`src/rtl/ula_param.sv`:
```
// Purpose: WIDTH-bit ALU (logic, add/sub, shifts, iterative unsigned multiply) with registered result and flags.
// Latency: 1 cycle for single-cycle ops; WIDTH cycles after acceptance for multiply.
// Backpressure: requests are taken only in IDLE; busy is high during a multiply and ena is ignored.
module ula_param #(
    parameter int WIDTH = 8,
    parameter int SHW   = $clog2(WIDTH)
) (
    input  logic             clk,
    input  logic             rst,
    input  logic             ena,
    input  logic [WIDTH-1:0] op1,
    input  logic [WIDTH-1:0] op2,
    input  logic [3:0]       op_sel,
    output logic [WIDTH-1:0] res,
    output logic             flag_z,
    output logic             flag_n,
    output logic             flag_c,
    output logic             flag_v,
    output logic             busy,
    output logic             ula_ack
);

    localparam int MSB = WIDTH - 1;
    localparam logic [SHW-1:0] LAST_ITER = SHW'(WIDTH - 1);

    typedef enum logic {IDLE, MUL} state_t;
    state_t state;

    // Multiply datapath: the multiplicand shifts left and the multiplier shifts
    // right, so each iteration only ever inspects multiplier bit 0.
    logic [2*WIDTH-1:0] mcand;
    logic [2*WIDTH-1:0] acc;
    logic [2*WIDTH-1:0] acc_nxt;
    logic [WIDTH-1:0]   mplier;
    logic [SHW-1:0]     cnt;

    // Single-cycle ALU. Shifts run one bit wider so the last bit shifted out
    // lands in the extra bit, which also gives C=0 for a zero shift amount.
    logic [SHW-1:0]   amt;
    logic [WIDTH:0]   sum_w;
    logic [WIDTH:0]   dif_w;
    logic [WIDTH:0]   shl_w;
    logic [WIDTH:0]   shr_w;
    logic [WIDTH:0]   sra_w;
    logic [WIDTH-1:0] alu_res;
    logic             alu_c;
    logic             alu_v;
    logic             is_mul;

    assign amt    = op2[SHW-1:0];
    assign sum_w  = {1'b0, op1} + {1'b0, op2};
    assign dif_w  = {1'b0, op1} - {1'b0, op2};
    assign shl_w  = {1'b0, op1} << amt;
    assign shr_w  = {op1, 1'b0} >> amt;
    assign sra_w  = $signed({op1, 1'b0}) >>> amt;
    assign is_mul = (op_sel == 4'b0000);

    // Accumulate the shifted multiplicand when the current multiplier bit is set
    always_comb begin
        acc_nxt = acc;
        if (mplier[0]) begin
            acc_nxt = acc + mcand;
        end
    end

    // Decode op_sel into the single-cycle result and its carry/overflow flags
    always_comb begin
        alu_res = '0;
        alu_c   = 1'b0;
        alu_v   = 1'b0;
        casez (op_sel)
            4'b0001: begin
                alu_res = shl_w[WIDTH-1:0];
                alu_c   = shl_w[WIDTH];
            end
            4'b0010: begin
                alu_res = shr_w[WIDTH:1];
                alu_c   = shr_w[0];
            end
            4'b0011: begin
                alu_res = sra_w[WIDTH:1];
                alu_c   = sra_w[0];
            end
            4'b0100: alu_res = op1 | op2;
            4'b0101: alu_res = op1 & op2;
            4'b0110: alu_res = op1 ^ op2;
            4'b0111: alu_res = ~(op1 & op2);
            4'b10??: begin
                alu_res = sum_w[WIDTH-1:0];
                alu_c   = sum_w[WIDTH];
                alu_v   = (op1[MSB] == op2[MSB]) && (sum_w[MSB] != op1[MSB]);
            end
            4'b11??: begin
                alu_res = dif_w[WIDTH-1:0];
                alu_c   = dif_w[WIDTH];
                alu_v   = (op1[MSB] != op2[MSB]) && (dif_w[MSB] != op1[MSB]);
            end
            default: begin
                alu_res = '0;
                alu_c   = 1'b0;
                alu_v   = 1'b0;
            end
        endcase
    end

    // Control FSM: single-cycle ops complete in IDLE, multiply iterates in MUL
    always_ff @(posedge clk) begin
        if (rst) begin
            state   <= IDLE;
            res     <= '0;
            flag_z  <= 1'b0;
            flag_n  <= 1'b0;
            flag_c  <= 1'b0;
            flag_v  <= 1'b0;
            busy    <= 1'b0;
            ula_ack <= 1'b0;
            mcand   <= '0;
            mplier  <= '0;
            acc     <= '0;
            cnt     <= '0;
        end else begin
            case (state)
                IDLE: begin
                    if (ena && is_mul) begin
                        mcand   <= {{WIDTH{1'b0}}, op1};
                        mplier  <= op2;
                        acc     <= '0;
                        cnt     <= '0;
                        busy    <= 1'b1;
                        ula_ack <= 1'b0;
                        state   <= MUL;
                    end else if (ena) begin
                        res     <= alu_res;
                        flag_z  <= (alu_res == '0);
                        flag_n  <= alu_res[MSB];
                        flag_c  <= alu_c;
                        flag_v  <= alu_v;
                        ula_ack <= 1'b1;
                    end else begin
                        ula_ack <= 1'b0;
                    end
                end
                MUL: begin
                    acc    <= acc_nxt;
                    mcand  <= mcand << 1;
                    mplier <= mplier >> 1;
                    cnt    <= cnt + 1'b1;
                    if (cnt == LAST_ITER) begin
                        res     <= acc_nxt[WIDTH-1:0];
                        flag_z  <= (acc_nxt[WIDTH-1:0] == '0);
                        flag_n  <= acc_nxt[MSB];
                        flag_c  <= |acc_nxt[2*WIDTH-1:WIDTH];
                        flag_v  <= 1'b0;
                        ula_ack <= 1'b1;
                        busy    <= 1'b0;
                        state   <= IDLE;
                    end else begin
                        ula_ack <= 1'b0;
                    end
                end
                default: state <= IDLE;
            endcase
        end
    end

endmodule

```
`config.mk`:
```
export PLATFORM = sky130hd
export DESIGN_NAME = ula_param
export DESIGN_NICKNAME = d
export VERILOG_FILES = /design/src/rtl/ula_param.sv
export SDC_FILE = /design/constraint.sdc
export NUM_CORES = 1
export LEC_CHECK = 0
export CAP_MARGIN = 20
export CORE_MARGIN = 3
export CORE_UTILIZATION = 62
export CTS_BUF_LIST = sky130_fd_sc_hd__clkbuf_4 sky130_fd_sc_hd__clkbuf_8
export CTS_CLUSTER_DIAMETER = 50
export DETAILED_ROUTE_END_ITERATION = 10
export GPL_TIMING_DRIVEN = 0
export PLACE_DENSITY_LB_ADDON = 0.15
export SYNTH_ARGS = -nofsm -noshare
export SYNTH_HDL_FRONTEND = slang
export SYNTH_SLANG_ARGS = --single-unit
```
`constraint.sdc`:
```
create_clock -name clk -period 3.5 [get_ports clk]
set_input_delay 0.525 -clock clk [delete_from_list [all_inputs] [get_ports clk]]
set_output_delay 0.525 -clock clk [all_outputs]
set_load 0.005 [all_outputs]
```
==> results of run 1 <==
[cells in the final DEF (no fill, tap or decap), types with 6 or more instances in the layout]
master | netlist | final
dfxtp_1 | 57 | 57
clkbuf_1 | 30 | 30
a22oi_1 | 16 | 16
ha_1 | 42 | 42
inv_1 | 24 | 24
o21ai_0 | 18 | 18
xor2_1 | 15 | 15
nand2_1 | 55 | 55
a211oi_1 | 13 | 13
clkbuf_8 | 0 | 11
nor2_1 | 75 | 75
clkdlybuf4s50_1 | 0 | 30
a222oi_1 | 16 | 16
buf_2 | 11 | 10
a21o_1 | 8 | 8
xnor2_1 | 11 | 11
nand3_1 | 8 | 8
nor2b_1 | 9 | 9
and3_1 | 6 | 6
nor3_1 | 14 | 14
o21ai_1 | 14 | 14
a21oi_1 | 45 | 45
nand2b_1 | 8 | 8
mux2i_1 | 21 | 21
[report_power, final]
group / leakage (uW) / switching (uW) / total (uW) / internal (uW)
Combinational: 0.00180 / 258 / 441 / 182
Clock: 0.000100 / 261 / 568 / 308
Sequential: 0.000461 / 9.36 / 673 / 664
Total: 0.00237 / 528 / 1680 / 1150
[final timing paths]
kind                                            start                   to  slack [ps]
worst min register to register    flag_v$_SDFFE_PP0P_  flag_v$_SDFFE_PP0P_         460
worst min-delay path              flag_v$_SDFFE_PP0P_  flag_v$_SDFFE_PP0P_         460
worst max-delay path                           op1[1]  flag_n$_SDFFE_PP0P_          40
worst max register to register  mcand[0]$_SDFFE_PP0P_  flag_c$_SDFFE_PP0P_         430
[cell type report]
type	instances	area [sq um]
plain buffers	47	208
clock buffers	13	166
clock inverters	3	15.0
fillers	626	2100
inverters	26	97.6
multi-input cells	499	3570
flip-flops and latches	57	1140
well taps	102	128
repair buffers	33	338
[synthesized netlist by cell type (14+ instances only)]
cell and instances:
a22oi_1 16, o21ai_0 18, a222oi_1 16, nor3_1 14
o21ai_1 14, nand2_1 55, xor2_1 15, clkbuf_1 30
nor2_1 75, inv_1 24, dfxtp_1 57, a21oi_1 45
mux2i_1 21, ha_1 42
[registers in the layout, indices dropped and copies added, names as in the netlist]
signal / cells
mcand: 16
busy: 1
flag_z: 1
cnt: 3
flag_c: 1
mplier: 8
flag_n: 1
flag_v: 1
acc: 16
state: 1
ula_ack: 1
res: 7
[worst max-delay path, delay by kind of cell]
kind	cells	cell delay (ps)
fa+ha+maj	1	380
buf+inv	2	910
compound gates	6	1510
xor+xnor	1	170
mux	1	180
[kinds of logic (layout without fill, tap and decap cells)]
kind of cell / after synthesis / count (layout) / synth area share (%)
compound gates: 195 / 195 / 28.6
xor+xnor: 26 / 26 / 4.56
fa+ha+maj: 45 / 45 / 11.7
buf+inv: 73 / 122 / 6.06
flops: 57 / 57 / 22.8
mux: 30 / 30 / 7.14
simple gates: 203 / 203 / 19.1
[layer usage]
| metal | routed length, um | up-vias | GRT usage, % | part of all wire (%) |
|---|---|---|---|---|
| met1 | 7020 | 2474 | 50.3 | 45 |
| met4 | 351 | 0 | 11.8 | 2.3 |
| li1 | - | 2408 | - | - |
| met5 | 0 | - | 0 | 0 |
| met3 | 1450 | 41 | 8.44 | 9.3 |
| met2 | 6720 | 292 | 50.8 | 43 |
[stage by stage]
step / setup TNS (ps) / util, % / instance area [sq um] / hold slack [ps]
CTS: 0 / 72.6 / 5640 / 461
global placement: -579 / 70.2 / 5460 / 439
floorplan: 0 / - / 5000 / 448
detailed placement: -1110 / 70.2 / 5460 / 451
finish: 0 / 73.0 / 5670 / 457
global route: -37.7 / 73.0 / 5670 / 471
[repair_timing]
action	CTS	global route
setup endpoints to repair	0	3
gates resized for setup	0	7
hold endpoints to repair	0	0
==> results.json, run 1 <==
{
  "worstMarginPinSlew_ps": 709,
  "grt_pass1_wl_um": 24700,
  "async_reset_ff_share_pct": 0,
  "clock-skew-final_ps": 12.8,
  "run_status": "finished clean",
  "syn_inst": 629,
  "gp_congestion": 0.963,
  "critical-path-top-cell-by-count": "a221oi_1",
  "std_cell_rows": 32,
  "max_cap_violations": 0,
  "syn_nets": 697,
  "pre_cts_slack_ps": -332,
  "worstPathCellList": "clkdlybuf4s50_1 -> inv_1 -> ha_1 -> o21bai_2 -> a221oi_1 -> a221oi_1 -> mux2i_1 -> xor2_1 -> a211o_1 -> o211ai_2 -> a21oi_1",
  "area.growth.synth_to_final_pct": 13.4,
  "grt_pass1_vias": 4792,
  "grt_start_max_net_pins": 11,
  "io-pin-count": 37,
  "cts_root_buffer": "clkbuf_8",
  "layout_min_cycle_time_ps": 3460,
  "worst_setup_path_start_kind": "input pin",
  "final_antenna_net_count": 0,
  "rr_worst_depth": 10,
  "cts_tree": "yes",
  "drtPass1Iterations": 8,
  "clock_insertion_delay_worst_skew_ps": 340,
  "yosys.area.top_type_share_pct": 22.8,
  "holdCritPathClass": "flip-flop to flip-flop",
  "synth_flop_cell": "dfxtp_1",
  "seq_area_frac_synth_pct": 22.8,
  "cts.sink_count": 57,
  "fp.dieH_um": 95.8,
  "max_slew_margin_pct": 52.3,
  "antenna-diode-count": 0,
  "pwr_density_cell_nw_per_um2": 297,
  "synth_cell_type_count": 77,
  "postSynthAreaPerCell_sq_um": 7.94,
  "drc": 0,
  "finalSetupViolCount": 0,
  "final_hold_viol_count": 0,
  "dr_total_vias": 5215,
  "postCtsSetupRepairBufs": 0,
  "final_min_period_over_clock_period_pct": 98.8,
  "cts_made_buffers": 9,
  "grt_antenna_before_repair": 0,
  "dpl.cell_count": 764,
  "final_critical_path_setup_slack_ps": 41.1,
  "buffer_ports.inserted": 33,
  "clock.fmax_mhz": 289,
  "postRouteWirelength_um": 15500,
  "initial_core_util_pct": 64.3,
  "synth.yosys.warnings": 0,
  "slew_violations": 0,
  "detail_route.wl_per_cell_um": 19.9,
  "fin_nets": 741,
  "mappedNetlistArea_sq_um": 5000,
  "largest_cells_by_area_after_synthesis": "dfxtp_1 (23%), ha_1 (11%), nor2_1 (5.6%), a21oi_1 (4.5%), mux2i_1 (4.2%)",
  "path_class": "input pin to flip-flop",
  "ir_worst_vdd_mv": 0.294,
  "p_total_uw": 1680,
  "hold-path-cell-count": 2,
  "dp_hpwl_um": 11900,
  "worst-path-max-fanout": 9,
  "post_drt_via_cell_ratio": 6.69,
  "cts-hold-fix-buffers": 0,
  "cts.htree.levels": 3,
  "crit_end_category": "flip-flop",
  "worst-endpoint-required_ps": 3720,
  "leakagePower_uw": 0.00237,
  "arr_time_crit_path_ps": 3680,
  "yosys_register_bits": 57,
  "dieArea_sq_um": 9170,
  "fp.dieW_um": 95.8,
  "clk_transition_reported_paths_ps": 70,
  "core-area_sq_um": 7770,
  "drive_above_1_share_pct": 7.96,
  "globalRouteOverflowTotal": 0,
  "clock_tree.buffer_depth": 2,
  "drt-initial-drc-count": 651,
  "layoutNonFillerInstCount": 780,
  "groute.usage.overall_pct": 35.0,
  "cp_slowest_cell": "clkdlybuf4s50_1",
  "critPathMaxStageDelay_ps": 740,
  "netlist.top_cell.by_area": "dfxtp_1",
  "synth-edff-count": 0
}
Power figures use the tool's default switching activity.
==> inputs of run 2 (changes only) <==
--- a/config.mk
+++ b/config.mk
@@ -13,6 +13,7 @@
 export DETAILED_ROUTE_END_ITERATION = 10
 export GPL_TIMING_DRIVEN = 0
 export PLACE_DENSITY_LB_ADDON = 0.15
+export SETUP_SLACK_MARGIN = 0.15
 export SYNTH_ARGS = -nofsm -noshare
 export SYNTH_HDL_FRONTEND = slang
 export SYNTH_SLANG_ARGS = --single-unit
==> results.json, run 2 (synthesized netlist as in run 1, its figures left out) <==
{
  "max_cap_violations": 0,
  "groute.usage.overall_pct": 35.0,
  "ir_worst_vdd_mv": 0.291,
  "antenna-diode-count": 0,
  "path_class": "input pin to flip-flop",
  "clock_tree.buffer_depth": 2,
  "detail_route.wl_per_cell_um": 19.9,
  "std_cell_rows": 32,
  "grt_start_max_net_pins": 11,
  "buffer_ports.inserted": 33,
  "cts_tree": "yes",
  "pre_cts_slack_ps": -332,
  "worst_path_top_cell_family_by_delay": "compound AO/OA/AOI/OAI gates",
  "worst-path-max-fanout": 10,
  "leakagePower_uw": 0.00239,
  "worst_setup_path_start_kind": "input pin",
  "dieArea_sq_um": 9170,
  "drive_above_1_share_pct": 8.26,
  "layout_common_cells": "nor2_1 (75), dfxtp_1 (57), nand2_1 (55)",
  "cts.sink_count": 57,
  "post_drt_via_cell_ratio": 6.62,
  "worstMarginPinSlew_ps": 716,
  "cp_slowest_cell": "dlygate4sd2_1",
  "drc": 0,
  "clock_insertion_delay_worst_skew_ps": 340,
  "initial_core_util_pct": 64.3,
  "worstPathCellList": "dlygate4sd2_1 -> inv_1 -> ha_1 -> buf_2 -> and3_1 -> a221o_1 -> o41ai_4 -> mux2i_1 -> xor2_1 -> a211o_1 -> o211ai_2 -> a21oi_1",
  "rsz0062_at_grt": "yes",
  "drt-initial-drc-count": 651,
  "gp_congestion": 0.963,
  "layout_top_registers": "acc: 16 flops, mcand: 16 flops, mplier: 8 flops",
  "core-area_sq_um": 7770,
  "dr_total_vias": 5160,
  "slew_violations": 0,
  "cts_root_buffer": "clkbuf_8",
  "grt_pass1_vias": 4788,
  "pwr_density_cell_nw_per_um2": 296,
  "grt_pass1_wl_um": 24700,
  "mostFrequentLayoutCell": "nor2_1",
  "critPathMaxStageDelay_ps": 540,
  "arr_time_crit_path_ps": 3520,
  "globalRouteOverflowTotal": 0,
  "clk_transition_reported_paths_ps": 70,
  "finalSetupViolCount": 0,
  "fp.dieH_um": 95.8,
  "crit_end_category": "flip-flop",
  "clock-skew-final_ps": 11.1,
  "clock.fmax_mhz": 302,
  "io-pin-count": 37,
  "worst-endpoint-required_ps": 3710,
  "grt_antenna_before_repair": 0,
  "final_hold_viol_count": 0,
  "setup_total_negative_slack_ps": 0,
  "run_status": "finished clean",
  "cts.htree.levels": 3,
  "cp_num_buf_inv": 3,
  "final_critical_path_setup_slack_ps": 193,
  "holdCritPathClass": "flip-flop to flip-flop",
  "area.growth.synth_to_final_pct": 13.7,
  "dp_hpwl_um": 11900,
  "cts_made_buffers": 9,
  "final_min_period_over_clock_period_pct": 94.5,
  "fin_nets": 741,
  "max_slew_margin_pct": 51.8,
  "postCtsSetupRepairBufs": 0,
  "drtPass1Iterations": 6,
  "layout_min_cycle_time_ps": 3310,
  "final_antenna_net_count": 0,
  "fp.dieW_um": 95.8,
  "postRouteWirelength_um": 15500
}
## run 2: cell types whose count changed in the layout (fill, tap and decap cells not counted), sizes merged
cell	before	now
dlymetal6s2s	3	6
clkdlybuf4s50	30	26
dlygate4sd2	0	1
## run 2: cell type report
| class | instances | area [sq um] |
|---|---|---|
| clock inverters | 3 | 15.0 |
| flip-flops and latches | 57 | 1140 |
| fillers | 633 | 2090 |
| inverters | 26 | 97.6 |
| well taps | 102 | 128 |
| multi-input cells | 499 | 3580 |
| plain buffers | 47 | 208 |
| clock buffers | 13 | 166 |
| repair buffers | 33 | 344 |
## run 2: report_power, final
group          switching [uW]  internal, uW
sequential               9.38           664
clock                     260           308
combinational             260           183
## run 2: final timing paths
kind	start	end	slack (ps)	cells past startpoint
setup / recovery	op1[4]	flag_n$_SDFFE_PP0P_	190	12
hold / removal	flag_v$_SDFFE_PP0P_	flag_v$_SDFFE_PP0P_	460	2
setup reg to reg	mcand[0]$_SDFFE_PP0P_	flag_c$_SDFFE_PP0P_	420	10
hold reg to reg	flag_v$_SDFFE_PP0P_	flag_v$_SDFFE_PP0P_	460	2
## run 2: repair_timing
item,CTS,global route
pin swaps,0,1
endpoints found under the setup margin,3,5
hold endpoints to repair,0,0
gates resized for setup,3,10
hold buffers,0,0
## run 2: per-stage QoR
stage                     util, %  instance area, sq um  instances  hold slack, ps  power (uW)
after detailed placement     70.2                  5460        764             451        1110
final                        73.1                  5680        780             458        1680
after CTS                    72.7                  5650        780             461        1670
after global routing         73.1                  5680        780             471        1760
after floorplan                 -                  5000        629             448         956
after global placement       70.2                  5460        764             439        1100
## run 2: layer usage
metal  wire length [um]  track usage, %  vias to the layer above
met5                  0               0                        -
met4                343            11.8                        0
met3               1400            8.44                       36
met2               6710            50.7                      280
met1               7090            50.4                     2435
li1                   -               -                     2409
## run 2: tightest hold or removal path, delay by kind of cell, from the launching register on
family / cells / cell delay (ps)
flops: 1 / 310
compound gates: 1 / 50
simple gates: 1 / 50
